==> config.mk <==
export PLATFORM = sky130hd
export DESIGN_NAME = com_link_ctrl_flat
export DESIGN_NICKNAME = d
export VERILOG_FILES = /design/src/rtl/com_link_pkg.sv /design/src/rtl/com_link_ctrl_if.sv /design/src/rtl/byte_word_pack.sv /design/src/rtl/com_link_ctrl.sv /design/src/flat_wrapper.sv
export SDC_FILE = /design/constraint.sdc
export NUM_CORES = 1
export LEC_CHECK = 0
export CORE_UTILIZATION = 55
export CTS_CLUSTER_SIZE = 25
export DETAILED_ROUTE_END_ITERATION = 16
export PLACE_DENSITY = 0.8
export SETUP_SLACK_MARGIN = 0.15
export SLEW_MARGIN = 20
export SYNTH_ARGS = -nofsm -noshare
export SYNTH_HDL_FRONTEND = slang
export SYNTH_HIERARCHICAL = 1
export SYNTH_SLANG_ARGS = --single-unit
export TNS_END_PERCENT = 5
==> constraint.sdc <==
create_clock -name clk -period 4.4 [get_ports clk]
set_input_delay 0.66 -clock clk [delete_from_list [all_inputs] [get_ports clk]]
set_output_delay 0.66 -clock clk [all_outputs]
set_load 0.05 [all_outputs]
==> src/rtl/com_link_pkg.sv <==
// Shared types for the host-link controller: status codes, FSM states and widths.
package com_link_pkg;
  localparam int BYTE_W = 8;
  localparam int WORD_W = 16;
  localparam int IDX_W  = WORD_W + 1;

  typedef enum logic [1:0] {
    ST_IDLE     = 2'b00,
    ST_LOAD     = 2'b01,
    ST_RUN      = 2'b10,
    ST_READBACK = 2'b11
  } status_e;

  typedef enum logic [3:0] {
    S_IDLE, S_CNT_HI, S_DAT_LO, S_DAT_HI, S_WRITE,
    S_RUN, S_RD_ADDR, S_TX_LO, S_TX_HI, S_FIN
  } state_e;

  typedef struct packed {
    logic [WORD_W-1:0] addr;
    logic              wr_en;
  } dm_req_t;

  function automatic status_e status_of(state_e s);
    case (s)
      S_DAT_LO, S_DAT_HI, S_WRITE:  status_of = ST_LOAD;
      S_RUN:                        status_of = ST_RUN;
      S_RD_ADDR, S_TX_LO, S_TX_HI:  status_of = ST_READBACK;
      default:                      status_of = ST_IDLE;
    endcase
  endfunction
endpackage

==> src/rtl/com_link_ctrl_if.sv <==
// Serial rx/tx handshakes, data-memory port and global status of the host link.
interface com_link_ctrl_if;
  logic [7:0]  rx_data;
  logic        rx_valid;
  logic        rx_ready;
  logic [7:0]  tx_data;
  logic        tx_valid;
  logic        tx_ready;
  logic [1:0]  status;
  logic [15:0] com_addr;
  logic [15:0] com_data_in;
  logic        com_wr_en;
  logic [15:0] com_data_out;
  logic        end_process;
  logic        done;

  modport master (
    input  rx_data, rx_valid, tx_ready, com_data_out, end_process,
    output rx_ready, tx_data, tx_valid, status, com_addr, com_data_in, com_wr_en, done
  );
  modport slave (
    output rx_data, rx_valid, tx_ready, com_data_out, end_process,
    input  rx_ready, tx_data, tx_valid, status, com_addr, com_data_in, com_wr_en, done
  );
endinterface

==> src/rtl/byte_word_pack.sv <==
// Assembles rx byte pairs into a word and serialises a held word for tx, lo byte first.
module byte_word_pack
  import com_link_pkg::*;
(
  input  logic              clk,
  input  logic              rst_n,
  input  logic              rx_take_i,
  input  logic [BYTE_W-1:0] rx_byte_i,
  input  logic              hold_load_i,
  input  logic [WORD_W-1:0] hold_word_i,
  input  logic              tx_take_i,
  output logic [WORD_W-1:0] word_o,
  output logic [BYTE_W-1:0] tx_byte_o
);
  logic              phase_q;
  logic [WORD_W-1:0] word_q;
  logic [WORD_W-1:0] hold_q;

  // rx and tx never overlap, so one phase bit tracks whichever lane is active
  always_ff @(posedge clk or negedge rst_n) begin
    if (!rst_n) begin
      phase_q <= 1'b0;
      word_q  <= '0;
      hold_q  <= '0;
    end else begin
      phase_q <= phase_q ^ (rx_take_i | tx_take_i);
      if (rx_take_i) begin
        if (phase_q) word_q[WORD_W-1:BYTE_W] <= rx_byte_i;
        else         word_q[BYTE_W-1:0]      <= rx_byte_i;
      end
      if (hold_load_i) hold_q <= hold_word_i;
    end
  end

  assign word_o    = word_q;
  assign tx_byte_o = phase_q ? hold_q[WORD_W-1:BYTE_W] : hold_q[BYTE_W-1:0];
endmodule

==> src/rtl/com_link_ctrl.sv <==
// Host-link controller: loads DM from a framed byte stream, runs the cores, streams results back.
module com_link_ctrl
  import com_link_pkg::*;
#(
  parameter logic [WORD_W-1:0] LOAD_BASE   = 16'h0000,
  parameter logic [WORD_W-1:0] RD_BASE     = 16'h0000,
  parameter int                RD_LAT      = 1,
  parameter int                RUN_HOLDOFF = 4
) (
  input logic             clk,
  input logic             rst_n,
  com_link_ctrl_if.master link
);
  localparam int          HO_LAST_I = (RUN_HOLDOFF > 0) ? RUN_HOLDOFF - 1 : 0;
  localparam logic [15:0] HO_LAST   = HO_LAST_I[15:0];

  state_e            state_q, state_d;
  status_e           status_q;
  dm_req_t           dm_q, dm_d;
  logic [WORD_W-1:0] n_q, n_d;
  logic [IDX_W-1:0]  idx_q, idx_d;
  logic [15:0]       ho_q, ho_d;
  logic              rx_ready_q, tx_valid_q, done_q;
  logic [RD_LAT:0]   vld_pipe;
  logic              rx_fire, tx_fire, rd_start, wr_start, rx_take, hold_load;
  logic [WORD_W-1:0] word;
  logic [BYTE_W-1:0] tx_byte;

  assign rx_fire   = link.rx_valid & rx_ready_q;
  assign tx_fire   = tx_valid_q & link.tx_ready;
  assign rx_take   = rx_fire & ((state_q == S_DAT_LO) | (state_q == S_DAT_HI));
  assign hold_load = (state_q == S_RD_ADDR) & vld_pipe[RD_LAT];
  assign rd_start  = (state_d == S_RD_ADDR) & (state_q != S_RD_ADDR);
  assign wr_start  = (state_d == S_WRITE) & (state_q != S_WRITE);

  always_comb begin
    state_d = state_q;
    n_d     = n_q;
    idx_d   = idx_q;
    ho_d    = ho_q;
    case (state_q)
      S_IDLE: if (rx_fire) begin
        n_d[BYTE_W-1:0] = link.rx_data;
        idx_d           = '0;
        state_d         = S_CNT_HI;
      end
      S_CNT_HI: if (rx_fire) begin
        n_d[WORD_W-1:BYTE_W] = link.rx_data;
        ho_d                 = '0;
        state_d              = (n_d == '0) ? S_RUN : S_DAT_LO;
      end
      S_DAT_LO: if (rx_fire) state_d = S_DAT_HI;
      S_DAT_HI: if (rx_fire) state_d = S_WRITE;
      S_WRITE: begin
        idx_d   = idx_q + 1'b1;
        ho_d    = '0;
        state_d = (idx_d < {1'b0, n_q}) ? S_DAT_LO : S_RUN;
      end
      // end_process is only honoured from the last holdoff cycle onward
      S_RUN: begin
        if (ho_q != HO_LAST) ho_d = ho_q + 1'b1;
        else if (link.end_process) begin
          idx_d   = '0;
          state_d = (n_q == '0) ? S_FIN : S_RD_ADDR;
        end
      end
      S_RD_ADDR: if (vld_pipe[RD_LAT]) state_d = S_TX_LO;
      S_TX_LO:   if (tx_fire) state_d = S_TX_HI;
      S_TX_HI: if (tx_fire) begin
        idx_d   = idx_q + 1'b1;
        state_d = (idx_d < {1'b0, n_q}) ? S_RD_ADDR : S_FIN;
      end
      S_FIN:   state_d = S_IDLE;
      default: state_d = S_IDLE;
    endcase
  end

  // com_addr only moves on entry to WRITE or RD_ADDR
  always_comb begin
    dm_d       = dm_q;
    dm_d.wr_en = (state_d == S_WRITE);
    if (wr_start) dm_d.addr = LOAD_BASE + idx_d[WORD_W-1:0];
    if (rd_start) dm_d.addr = RD_BASE + idx_d[WORD_W-1:0];
  end

  always_ff @(posedge clk or negedge rst_n) begin
    if (!rst_n) begin
      state_q    <= S_IDLE;
      status_q   <= ST_IDLE;
      dm_q       <= '0;
      n_q        <= '0;
      idx_q      <= '0;
      ho_q       <= '0;
      rx_ready_q <= 1'b0;
      tx_valid_q <= 1'b0;
      done_q     <= 1'b0;
      vld_pipe   <= '0;
    end else begin
      state_q    <= state_d;
      status_q   <= status_of(state_d);
      dm_q       <= dm_d;
      n_q        <= n_d;
      idx_q      <= idx_d;
      ho_q       <= ho_d;
      rx_ready_q <= state_d inside {S_IDLE, S_CNT_HI, S_DAT_LO, S_DAT_HI};
      tx_valid_q <= state_d inside {S_TX_LO, S_TX_HI};
      done_q     <= (state_d == S_FIN);
      vld_pipe   <= {vld_pipe[RD_LAT-1:0], rd_start};
    end
  end

  byte_word_pack u_pack (
    .clk        (clk),
    .rst_n      (rst_n),
    .rx_take_i  (rx_take),
    .rx_byte_i  (link.rx_data),
    .hold_load_i(hold_load),
    .hold_word_i(link.com_data_out),
    .tx_take_i  (tx_fire),
    .word_o     (word),
    .tx_byte_o  (tx_byte)
  );

  assign link.rx_ready    = rx_ready_q;
  assign link.tx_valid    = tx_valid_q;
  assign link.tx_data     = tx_byte;
  assign link.status      = status_q;
  assign link.com_addr    = dm_q.addr;
  assign link.com_wr_en   = dm_q.wr_en;
  assign link.com_data_in = word;
  assign link.done        = done_q;
endmodule

==> src/flat_wrapper.sv <==
// flat-port wrapper written by rule: the top's interface ports become plain ports
module com_link_ctrl_flat import com_link_pkg::*;
#(
  parameter logic [WORD_W-1:0] LOAD_BASE   = 16'h0000,
  parameter logic [WORD_W-1:0] RD_BASE     = 16'h0000,
  parameter int                RD_LAT      = 1,
  parameter int                RUN_HOLDOFF = 4
)
  (clk, rst_n, link_rx_data, link_rx_valid, link_tx_ready, link_com_data_out, link_end_process, link_rx_ready, link_tx_data, link_tx_valid, link_status, link_com_addr, link_com_data_in, link_com_wr_en, link_done);
  com_link_ctrl_if link_i ();
  input logic clk;
  input logic rst_n;
  input wire logic [$bits(link_i.rx_data)-1:0] link_rx_data;
  input wire logic [$bits(link_i.rx_valid)-1:0] link_rx_valid;
  input wire logic [$bits(link_i.tx_ready)-1:0] link_tx_ready;
  input wire logic [$bits(link_i.com_data_out)-1:0] link_com_data_out;
  input wire logic [$bits(link_i.end_process)-1:0] link_end_process;
  output wire logic [$bits(link_i.rx_ready)-1:0] link_rx_ready;
  output wire logic [$bits(link_i.tx_data)-1:0] link_tx_data;
  output wire logic [$bits(link_i.tx_valid)-1:0] link_tx_valid;
  output wire logic [$bits(link_i.status)-1:0] link_status;
  output wire logic [$bits(link_i.com_addr)-1:0] link_com_addr;
  output wire logic [$bits(link_i.com_data_in)-1:0] link_com_data_in;
  output wire logic [$bits(link_i.com_wr_en)-1:0] link_com_wr_en;
  output wire logic [$bits(link_i.done)-1:0] link_done;
  assign link_i.rx_data = link_rx_data;
  assign link_i.rx_valid = link_rx_valid;
  assign link_i.tx_ready = link_tx_ready;
  assign link_i.com_data_out = link_com_data_out;
  assign link_i.end_process = link_end_process;
  assign link_rx_ready = link_i.rx_ready;
  assign link_tx_data = link_i.tx_data;
  assign link_tx_valid = link_i.tx_valid;
  assign link_status = link_i.status;
  assign link_com_addr = link_i.com_addr;
  assign link_com_data_in = link_i.com_data_in;
  assign link_com_wr_en = link_i.com_wr_en;
  assign link_done = link_i.done;
  com_link_ctrl #(.LOAD_BASE(LOAD_BASE), .RD_BASE(RD_BASE), .RD_LAT(RD_LAT), .RUN_HOLDOFF(RUN_HOLDOFF)) u_core (.clk(clk), .rst_n(rst_n), .link(link_i));
endmodule
Word level (Yosys, flattened, before mapping):

Cells that the tools add are included.

* register bits: 110
* input bits: 29
* output and inout bits: 46

* add/sub/neg operators: 2
* order comparisons: 1
* equality and inequality tests: 26
* muxes and demuxes: 26
* bitwise operators: 10
* reduce and logical (&&, ||, !) cells: 17

Operator list (number)
* $mux 17: 4
* $pmux 17 s4: 1
* $mux 16: 4
* $pmux 16 s3: 1
* $mux 4: 11
* $pmux 4 s9: 1
* $eq 4x3->1 const B: 8
* $logic_not 16->1: 2
* $add 17x1->17 const B: 1
* $lt 17x16->1: 1
* $add 16x1->16 const B: 1
* $eq 4x2->1 const B: 4
* $ne 16x2->1 const B: 1
* $eq 4x4->1 const B: 3
* $eq 4x1->1 const B: 2
* $logic_not 4->1: 2
* $mux 8: 1
* $ne 4x3->1 const B: 2
* $reduce_and 2->1: 4
* $reduce_bool 4->1: 2
* $and 1x1->1: 6
* $mux 3: 2
* $ne 2x1->1 const B: 3
* $ne 2x2->1 const B: 3
* 9 further kinds: 12

Longest topological paths before layout:

* depth after elaboration: 9
* gate-level depth with buffers: 17
* depth with buffers taken out: 14

Cells and area by module:

The synthesis kept the hierarchy.

Modules (own cells, without submodules)
* com_link_ctrl: times used 1, cells each 426, area an instance 4337.9 µm², sequential area each 1926.8 µm²
* byte_word_pack: times used 1, cells each 81, area an instance 1340.0 µm², sequential area each 825.8 µm²

Worst setup path before layout:

OpenSTA, ideal clock, no wires.

* path type: reg2reg
* start: register u_core.idx_q[2]
* end: register u_core.dm_q (netlist bit u_core/link.com_addr[15])
* setup time: 0.125 ns
* arrival time: 3.348 ns
* data required time: 4.275 ns
* setup slack: 0.927 ns
* cell stages (with the launch flop): 17
* path buffers: 3
* clock period less this slack: 3.473 ns
* path through: dfrtp_1 > clkbuf_2 > and3_1 > clkbuf_1 > nand3_1 > nand2b_1 > nor3_1 > xor2_1 > ha_1 > a211oi_1 > mux2_2 > nand2b_1 > and3_4 > inv_4 > o21bai_4 > buf_12 > mux2_4

* cells in the longest elaborated chain, start to end: 8

RTL lines
* start: declaration: RTL line com_link_ctrl.sv:21 `logic [IDX_W-1:0] idx_q, idx_d;`
* start signal: assignment: RTL line com_link_ctrl.sv:103 `idx_q <= idx_d;`
* $add 17x1->17 (*): RTL line com_link_ctrl.sv:55, com_link_ctrl.sv:70
* $lt 17x16->1 (*): RTL line com_link_ctrl.sv:57, com_link_ctrl.sv:71
* $mux 4: RTL line com_link_ctrl.sv:71 `state_d = (idx_d < {1'b0, n_q}) ? S_RD_ADDR : S_FIN;`
* $mux 4: RTL line com_link_ctrl.sv:69 `S_TX_HI: if (tx_fire) begin`
* $pmux 4 s9 (*): RTL line com_link_ctrl.sv:41 `case (state_q)`
* named net u_core.state_d[0]: RTL line com_link_ctrl.sv:17 `state_e state_q, state_d;`
* $eq 4x3->1 (on tied branches): RTL line com_link_ctrl.sv:33, com_link_ctrl.sv:34
* $and 1x1->1 (on tied branches): RTL line com_link_ctrl.sv:33, com_link_ctrl.sv:34
* $mux 16 or $reduce_bool 2->1 (tied branches)
* end signal: assignment: RTL line com_link_ctrl.sv:101 `dm_q <= dm_d;`
* end: declaration: RTL line com_link_ctrl.sv:19 `dm_req_t dm_q, dm_d;`

Mark *: on every way through the listed nets, which the timed path passes. The rest lies on a longest branch. The select of a mux whose other input is x is not followed.
A chain may end at the register's enable or synchronous reset.

Final worst setup path:

* start: register u_core.idx_q[2]
* end: register u_core.dm_q (netlist bit u_core/link.com_addr[12])

The elaborated chain is that of the path after synthesis.

==> impl_results.md <==
* Number of standard cells after synthesis at 507
* RSZ-0062 raised after global routing: no
* Path depth of the worst reg2reg path at 13
* Synth Area in Compound Gates at 9.850%
* CP max FO at 16
* VDD IR max at 0.4446 mV
* Yosys reg bits at 110
* Postcts setup bufs at 0
* Share of layout cells above drive strength 1 at 17.62%
* Top_reg_cell synth: dfrtp_1
* Most numerous cell in the Yosys netlist: dfrtp_1
* Via Count at 4,189
* Final cell count without fillers at 712
* FF/Latch Area at 2753 um2
* PostCTS Resize Cnt at 0
* Post-synthesis sequential area ratio at 48.48%
* Reg-to-Reg Start: u_core/idx_q[2]
* Synth Area in Adders at 3.746%
* Gr ovfl total at 0
* First-pass GRT wire length at 20,960 um
* Outcome: complete, no violations
* Fmax at 247.1 MHz
* IO Pins at 75
* Residual DRC count at 0
* Proportion of synthesized area in mux cells at 13.55%
* Reg-to-reg slack, setup at 350 ps
* WHS at 239.5 ps
* Core box area at 9910 um2
* Diode count at 0
* Most common library cells after synthesis: 110 x dfrtp_1, 55 x mux2_2, 36 x nand2_1
* Yosys warning count at 6
* GPL Wtd Cong at 0.9443
* Global-route total usage across every layer at 24.55%
* Skew final at 8.804 ps
* Root Buffer: clkbuf_8
* Area of the multi-input gates at 2691 um2
* Crit path kind: reg -> reg
* PD cells at 592.1 nW/um2
* Clock Latency Late Sink at 370 ps
* Final Slew Violations at 0
* Final Hold Vio Count at 0
* Antenna violations before repair at 0
* FILL cells at 784
* Leading area contributor after synthesis: dfrtp_1
* Rel. slew slack at 40.16%
* Largest family of logic cells by synthesized area: simple AND/OR/NAND/NOR gates
* Final core area utilization at 67.29%
* Maximum number of pins on one net before global-route repair at 40
* TNS Setup at 0 ps
* Top post-synthesis cells by area: dfrtp_1 48%, mux2_2 11%, ha_1 3.7%
* Hold Path Class: in -> async
* Die X at 103.6 um
* Vias/cell at 5.883
* Yosys cell types at 61
* Synthesized area at 5678 um2
* Avg Inst Size Synth at 11.20 um2
* Startpoint Class: flop
* Cts hold-fix bufs at 0
* Final wirelength at 12,490 um
* Routed WL per cell at 17.54 um
* Initial Utilization at 57.30%
* Vias in the first global route at 4,225
* Reg-to-reg endpoint: u_core/link.com_addr[12]
* Clock tree from TritonCTS: done
* Pleak at 2.993 nW
* Total placed cells including tap cells at 696
* H-tree levels at 3
* Post-synthesis async set-or-reset flop share at 100.0%
* Clk pin slew, worst setup/hold paths at 100 ps
* Synth-to-layout area growth at 17.43%
* Die height at 103.6 um
* Area share of the largest cell type after synthesis at 48.48%
* Clk sinks at 110
* Final setup fails at 0
* Post-Synth Simple-Gate Area at 16.24%
* DRT antenna net count at 0
* Number of CTS-inserted buffers at 9
* Worst setup EP type: flop
* Die footprint at 10,730 um2
* Synth Area in XOR/XNOR at 4.011%
* Period minus WS final at 4047 ps
* Number of core rows at 36
* Critical Path RT at 4670 ps
* Drt first pass iters at 5
* Nets at 620
* Syn_nets at 553
* CTS Buffer Depth at 2
* Period utilisation layout at 91.97%
* CP Data Arrival Time at 4310 ps
* Max Cap Viol at 0
* EDFF count, synth at 0
* Slew @ Worst Pin at 894.2 ps
* Port bufs at 74
* Detailed Place HPWL at 9177 um
* Initial DRC count at 219
registers in the layout, summed over array words and instances (netlist names), 2 cells and up:
signal	cells
u_core/link.status	2
u_core/n_q	16
u_core/vld_pipe	2
u_core/u_pack/hold_q	16
u_core/idx_q	17
u_core/u_pack/word_o	16
u_core/state_q	4
u_core/ho_q	16
u_core/link.com_addr	16
placed cells by master (no fill, tap or decap), drive strengths merged, types with 11 or more instances in the layout:
cell type      Yosys  final
nand4             12     12
nand3             27     27
xnor2             13     13
inv               23     24
clkdlybuf4s50      0     73
xor2              13     13
o21ai             25     25
mux2              65     65
dfrtp            110    110
nor2              33     33
ha                17     17
nor4              11     11
nand2             37     37
a21oi             14     14
where the power goes:
part | switching, mW | total [mW] | internal [mW]
registers | 0.235 | 1.52 | 1.29
logic | 1.08 | 1.80 | 0.717
clock network | 0.342 | 0.625 | 0.283
critical path, stage by stage (launching register included):
cell,delay [ps]
dfrtp_1,480
and3_1,310
nand3_1,230
nand2b_1,270
nor3_1,390
xor2_1,200
ha_1,280
a211oi_1,240
mux2_2,230
nand2b_1,120
and3_4,220
inv_4,50
o21bai_4,510
mux2_2,400
area by class of cell:
class / count / area share (%)
multi-input combinational: 353 / 40.36
timing repair buffer: 77 / 11.41
inverter: 23 / 1.332
clock buffer: 10 / 2.064
clock inverter: 6 / 1.051
tap: 133 / 2.496
sequential: 110 / 41.28
per-layer routing:
metal / GRT usage, % / share of wire, % / routed length, um / vias up
li1: - / - / - / 1959
met1: 33.15 / 44 / 5549 / 2047
met2: 39.79 / 48 / 5964 / 159
met3: 4.405 / 5.9 / 740 / 24
met4: 8.799 / 1.9 / 238 / 0
met5: 0 / 0 / 0 / -
how the worst max path moves through the flow:
stage | from | endpoint | slack (ps) | cells after the start
global placement | u_core/idx_q[2] | u_core/link.com_addr[0] | 660 | 13
detailed placement | u_core/idx_q[2] | u_core/link.com_addr[10] | 430 | 13
global route | u_core/idx_q[2] | u_core/link.com_addr[13] | 180 | 13
finish | u_core/idx_q[2] | u_core/link.com_addr[12] | 350 | 13
CTS | u_core/idx_q[2] | u_core/link.com_addr[10] | 400 | 13
floorplan | u_core/idx_q[2] | u_core/link.com_addr[15] | 930 | 16
per-stage QoR:
step	area [um2]	worst slack (ps)	total power, mW
global route	6668	183.3	4.161
floorplan	5678	927.1	2.809
finish	6668	353.1	3.948
global placement	6460	664.1	3.276
detailed placement	6460	434.7	3.337
CTS	6668	396.4	3.968
cell families after synthesis:
kind of cell             after synthesis
AND/OR/NAND/NOR                      165
flip-flops                           110
AO/OA/AOI/OAI                         80
multiplexers                          65
buffers and inverters                 44
XOR/XNOR                              26
adder cells (fa/ha/maj)               17
Power figures use the tool's default switching activity.
